[config.mk]
export PLATFORM = sky130hd
export DESIGN_NAME = fetch_unit_flat
export DESIGN_NICKNAME = d
export VERILOG_FILES = /design/src/rtl/fetch_unit_if.sv /design/src/rtl/fetch_unit.sv /design/src/flat_wrapper.sv
export SDC_FILE = /design/constraint.sdc
export NUM_CORES = 1
export LEC_CHECK = 0
export ABC_AREA = 0
export CELL_PAD_IN_SITES_DETAIL_PLACEMENT = 0
export CELL_PAD_IN_SITES_GLOBAL_PLACEMENT = 1
export CORE_ASPECT_RATIO = 0.7
export CORE_UTILIZATION = 45
export CTS_BUF_LIST = sky130_fd_sc_hd__clkbuf_4
export CTS_CLUSTER_SIZE = 10
export DETAILED_ROUTE_END_ITERATION = 7
export PLACE_DENSITY = 0.9
export SLEW_MARGIN = 25
export SYNTH_ARGS = -nofsm -noshare
export SYNTH_HDL_FRONTEND = slang
export SYNTH_SLANG_ARGS = --single-unit
[constraint.sdc]
create_clock -name clk -period 12.7 [get_ports clk]
set_input_delay 3.81 -clock clk [delete_from_list [all_inputs] [get_ports clk]]
set_output_delay 3.81 -clock clk [all_outputs]
set_load 0.01 [all_outputs]
[src/rtl/fetch_unit_if.sv]
// Instruction-memory request/response bus: single outstanding request,
// gnt accepts the request, rvalid/rdata return the word at least one cycle later.
interface fetch_unit_if;
  logic        req;
  logic [31:0] addr;
  logic        gnt;
  logic        rvalid;
  logic [31:0] rdata;

  modport master (
    output req,
    output addr,
    input  gnt,
    input  rvalid,
    input  rdata
  );

  modport slave (
    input  req,
    input  addr,
    output gnt,
    output rvalid,
    output rdata
  );
endinterface

[src/rtl/fetch_unit.sv]
// Instruction-fetch stage feeding IF/ID: PC generation, single-outstanding imem
// port, one-entry output slot with a one-deep skid, stall and redirect/flush.
module fetch_unit #(
  parameter logic [31:0] RESET_PC  = 32'h0000_0000,
  parameter logic [31:0] NOP_INSTR = 32'h0000_0013
) (
  input  logic         clk,
  input  logic         rst,
  input  logic         stall_i,
  input  logic         redirect_i,
  input  logic [31:0]  redirect_pc_i,
  fetch_unit_if.master imem,
  output logic [31:0]  fetch_pc_o,
  output logic [31:0]  fetch_instr_o,
  output logic         fetch_valid_o
);

  typedef enum logic [1:0] {
    ISSUE = 2'd0,
    WAIT  = 2'd1,
    HOLD  = 2'd2
  } state_e;

  state_e      state_q, state_d;
  logic [31:0] pc_q, pc_d;
  logic [31:0] issued_pc_q, issued_pc_d;
  logic [31:0] slot_pc_q, slot_pc_d;
  logic [31:0] slot_instr_q, slot_instr_d;
  logic [31:0] hold_pc_q, hold_pc_d;
  logic [31:0] hold_instr_q, hold_instr_d;
  logic        kill_q, kill_d;
  logic        valid_q, valid_d;
  logic        consume;

  assign consume       = valid_q & ~stall_i;
  assign imem.req      = (state_q == ISSUE) & ~rst;
  assign imem.addr     = {pc_q[31:2], 2'b00};
  assign fetch_valid_o = valid_q;
  assign fetch_pc_o    = slot_pc_q;
  assign fetch_instr_o = valid_q ? slot_instr_q : NOP_INSTR;

  // NOTE: every next-state signal gets its hold value first, so no path through
  // the case/if tree can leave one unassigned and infer a latch.
  always_comb begin
    state_d      = state_q;
    pc_d         = pc_q;
    issued_pc_d  = issued_pc_q;
    slot_pc_d    = slot_pc_q;
    slot_instr_d = slot_instr_q;
    hold_pc_d    = hold_pc_q;
    hold_instr_d = hold_instr_q;
    kill_d       = kill_q;
    valid_d      = valid_q;

    if (redirect_i) begin
      // Flush: the slot and skid are dropped, and whatever is in flight is killed.
      pc_d    = redirect_pc_i & 32'hFFFF_FFFC;
      valid_d = 1'b0;
      case (state_q)
        ISSUE: if (imem.gnt) begin
          state_d = WAIT;
          kill_d  = 1'b1;
        end
        WAIT: begin
          if (imem.rvalid) begin
            state_d = ISSUE;
            kill_d  = 1'b0;
          end else begin
            kill_d  = 1'b1;
          end
        end
        default: state_d = ISSUE;
      endcase
    end else begin
      if (consume) valid_d = 1'b0;
      case (state_q)
        ISSUE: if (imem.gnt) begin
          issued_pc_d = pc_q;
          pc_d        = pc_q + 32'd4;
          state_d     = WAIT;
        end
        WAIT: if (imem.rvalid) begin
          state_d = ISSUE;
          if (kill_q) begin
            kill_d = 1'b0;
          end else if (!valid_q || consume) begin
            valid_d      = 1'b1;
            slot_pc_d    = issued_pc_q;
            slot_instr_d = imem.rdata;
          end else begin
            hold_pc_d    = issued_pc_q;
            hold_instr_d = imem.rdata;
            state_d      = HOLD;
          end
        end
        HOLD: if (consume) begin
          valid_d      = 1'b1;
          slot_pc_d    = hold_pc_q;
          slot_instr_d = hold_instr_q;
          state_d      = ISSUE;
        end
        default: state_d = ISSUE;
      endcase
    end
  end

  // NOTE: state registers use non-blocking assignments so every flop samples
  // the pre-edge value of its neighbours.
  always_ff @(posedge clk or posedge rst) begin
    if (rst) begin
      state_q      <= ISSUE;
      pc_q         <= RESET_PC;
      issued_pc_q  <= '0;
      slot_pc_q    <= '0;
      slot_instr_q <= NOP_INSTR;
      hold_pc_q    <= '0;
      hold_instr_q <= '0;
      kill_q       <= 1'b0;
      valid_q      <= 1'b0;
    end else begin
      state_q      <= state_d;
      pc_q         <= pc_d;
      issued_pc_q  <= issued_pc_d;
      slot_pc_q    <= slot_pc_d;
      slot_instr_q <= slot_instr_d;
      hold_pc_q    <= hold_pc_d;
      hold_instr_q <= hold_instr_d;
      kill_q       <= kill_d;
      valid_q      <= valid_d;
    end
  end

endmodule

[src/flat_wrapper.sv]
// flat-port wrapper written by rule: the top's interface ports become plain ports
module fetch_unit_flat 
#(
  parameter logic [31:0] RESET_PC  = 32'h0000_0000,
  parameter logic [31:0] NOP_INSTR = 32'h0000_0013
)
  (clk, rst, stall_i, redirect_i, redirect_pc_i, fetch_pc_o, fetch_instr_o, fetch_valid_o, imem_req, imem_addr, imem_gnt, imem_rvalid, imem_rdata);
  fetch_unit_if imem_i ();
  input  logic clk;
  input  logic rst;
  input  logic stall_i;
  input  logic redirect_i;
  input  logic [31:0] redirect_pc_i;
  output logic [31:0] fetch_pc_o;
  output logic [31:0] fetch_instr_o;
  output logic fetch_valid_o;
  output wire logic [$bits(imem_i.req)-1:0] imem_req;
  output wire logic [$bits(imem_i.addr)-1:0] imem_addr;
  input wire logic [$bits(imem_i.gnt)-1:0] imem_gnt;
  input wire logic [$bits(imem_i.rvalid)-1:0] imem_rvalid;
  input wire logic [$bits(imem_i.rdata)-1:0] imem_rdata;
  assign imem_req = imem_i.req;
  assign imem_addr = imem_i.addr;
  assign imem_i.gnt = imem_gnt;
  assign imem_i.rvalid = imem_rvalid;
  assign imem_i.rdata = imem_rdata;
  fetch_unit #(.RESET_PC(RESET_PC), .NOP_INSTR(NOP_INSTR)) u_core (.clk(clk), .rst(rst), .stall_i(stall_i), .redirect_i(redirect_i), .redirect_pc_i(redirect_pc_i), .imem(imem_i), .fetch_pc_o(fetch_pc_o), .fetch_instr_o(fetch_instr_o), .fetch_valid_o(fetch_valid_o));
endmodule
==> results by group <==
Timing
  – Final setup vio count: 0
  – Worst-Margin Slew: 1020 ps
  – Hold slack: 517 ps
  – Layout Skew: 30.7 ps
  – Final worst-path cycle share: 69.4%
  – Hold Fails Final Rpt: 0
  – Fmax: 0.113 GHz
  – RSZ-0062 raised after global routing: false
  – Worst slew margin relative to its limit: 32.1%
  – Final worst path period need: 8820 ps
  – Setup TNS Final: 0 ps
  – Fin. max-slew vios: 0

Yosys
  – Library cells used by synthesis: 48
  – Synth area leader: dfrtp_1
  – Dominant synthesized flop cell: dfrtp_1
  – Synth top area share: 52.9%
  – Post-synth EDFFs: 0
  – Count leader, synth: mux2_2
  – Post-synth top cells: mux2_2, dfrtp_1, clkbuf_1, nand2_1, and2_1
  – YS warnings: 0
  – Synth Cell Area: 8750 um2
  – Ys async rst share: 100%
  – FF+latch count, synth: 188
  – Seq/Total Area, Yosys: 53.8%
  – Syn Inst Count: 688
  – Avg Inst Size Synth: 12.7 um2
  – Area contributors post-synth: dfrtp_1, mux2_2, and2_1, clkbuf_1, o21ai_0

Critical path
  – FF-to-FF Start: u_core.state_q[0]
  – Crit path launch: rst
  – Critical path capture point type: output port
  – Crit path DAT: 5010 ps
  – CP Max Fanout: 2
  – Crit start category: input pin
  – Setup CP Type: input pin to output port
  – Worst r2r dst: u_core.fetch_pc_o[31]
  – Critical Path Sink: imem_req
  – R2R depth: 7
  – WP data required: 8890 ps
  – Reg2Reg Setup Slack: 9550 ps

Final layout
  – Post-layout net count: 907
  – Final instance area: 11000 um2
  – Share of cells above drive strength 1: 30.9%
  – N_diodes: 0
  – Area growth, synth to finish: 25.6%

Clock network
  – Bufs on Longest Clock Path: 2
  – Clock root cell: clkbuf_4
  – CTS clock-pin slew for the worst setup and hold paths: 140 ps
  – # hold bufs at CTS: 0
  – Post-cts sizing count: 0
  – Clock Latency Late Sink: 570 ps
  – H-Tree Depth: 4
  – CTS Buf Count: 17
  – Sink Count: 188
  – # Post-CTS Setup Buffers: 0
  – CTS tree: yes

Floorplanning
  – Initial Util: 46.1%
  – Die Span X: 169 um
  – Chip height: 119 um
  – Std-Cell Rows: 42
  – Ports: 168
  – Die footprint: 20000 um2
  – Core Area: 19000 um2

Power
  – VDD IR max: 0.0811 mV
  – Total power: 0.00181 W
  – P per Cell Area: 165 nW/um2
  – Static Leak: 4.68 nW

Route
  – DR vias: 5864
  – Iteration-0 DRC Markers: 384
  – Post-route ant nets: 0
  – DRC violations left: 0
  – DR pass1 iterations: 4
  – Drt wl/cell: 17.6 um
  – DR vias/cell: 5.28
  – Final wirelength: 19.5 mm

Placement
  – I/O Buffers: 161
  – Dpl hpwl: 12.6 mm
  – GPL Wtd Cong: 0.736
  – Placement Cell Area: 10600 um2

Job
  – Max cap viols: 0

Global route
  – Number of antenna violations at the first check in global routing: 1
  – Largest net degree at the start of global routing: 118
  – GRT Total Usage: 20.9%
  – Number of global-route vias before repair: 6118
  – Global-route wire length before repair: 32.5 mm
  – Remaining Overflow, GRT: 0

Min path
  – Hold Path Class: flip-flop to flip-flop

Status
  – Outcome: finished, final reports clean
==> sequential cells by signal, indices dropped and copies added (netlist names) <==
register              cells
u_core.hold_instr_q      32
u_core.slot_instr_q      32
u_core.fetch_pc_o        30
u_core.hold_pc_q         30
u_core.issued_pc_q       30
u_core.pc_q              30
u_core.state_q            2
u_core.fetch_valid_o      1
u_core.kill_q             1
==> cells in the final DEF (no fill, tap or decap), types with 3 or more instances in the layout <==
cell type,instances
mux2_2,211
dfrtp_1,185
clkdlybuf4s50_1,160
nand2_1,32
and2_1,29
o21ai_0,25
clkbuf_4,19
nor2_1,16
nand3_1,14
nand4_1,13
inv_1,11
or4_1,11
a31oi_1,9
o31ai_1,8
nor2b_1,6
nor4_1,6
xor2_1,6
xnor2_1,6
nand2b_1,5
and4_1,4
and3_1,4
conb_1,4
bufinv_16,4
buf_4,4
a22oi_1,3
nor3_1,3
ha_1,3
clkinv_4,3
clkinv_2,3
inv_6,3
dfstp_2,3
==> cell families after synthesis <==
| logic type | Yosys count | share of synthesized area [%] |
|---|---|---|
| flip-flops | 188 | 53.8 |
| AO/OA/AOI/OAI | 59 | 4.31 |
| AND/OR/NAND/NOR | 154 | 9.98 |
| buffers and inverters | 58 | 2.80 |
| XOR/XNOR | 12 | 1.20 |
| adder cells (fa/ha/maj) | 4 | 0.572 |
| other | 1 | 0.0429 |
| multiplexers | 212 | 27.3 |
==> through the flow <==
step	setup WS, ps	cells	util, %
final	3880	1110	57.9
after global routing	3800	1110	57.9
after global placement	3890	1075	55.8
after CTS	3870	1109	57.8
after detailed placement	3890	1077	56.1
after floorplan	3780	691	-
==> worst max-delay path: stages <==
cell             delay, ps
clkdlybuf4s50_1        510
nor2b_1                150
clkdlybuf4s50_1        540
==> worst min-delay path by stage <==
stage	startpoint	endpoint	slack (ps)	cells past startpoint
final	u_core.slot_instr_q[23]	u_core.slot_instr_q[23]	520	1
after global routing	u_core.hold_pc_q[28]	u_core.hold_pc_q[28]	530	1
after CTS	u_core.hold_pc_q[31]	u_core.hold_pc_q[31]	520	1
after detailed placement	u_core.hold_instr_q[11]	u_core.hold_instr_q[11]	490	1
after global placement	u_core.issued_pc_q[17]	u_core.issued_pc_q[17]	480	2
after floorplan	u_core.issued_pc_q[13]	u_core.issued_pc_q[13]	460	2
==> layer usage <==
metal | vias to the layer above | part of all wire [%] | GRT usage [%]
li1 | 2768 | - | -
met1 | 2954 | 50 | 29.6
met2 | 136 | 45 | 32.3
met3 | 6 | 4.9 | 5.76
met4 | 0 | 0.32 | 3.81
met5 | - | 0 | 0
==> power by group <==
part / internal, W / switching (W) / leakage, nW
Combinational: 0.000339 / 0.000203 / 2.12
Clock: 0.000163 / 0.000207 / 0.182
Sequential: 0.000784 / 0.000113 / 2.37
==> area by class of cell <==
cell class,count,area [um2]
clock inverters,13,188
well taps,264,330
flip-flops and latches,188,4710
repair buffers,168,1710
multi-input cells,445,3850
clock buffers,19,143
inverters,13,56.3
fillers,1592,7990
No activity file was read; power rests on OpenSTA's default activity.
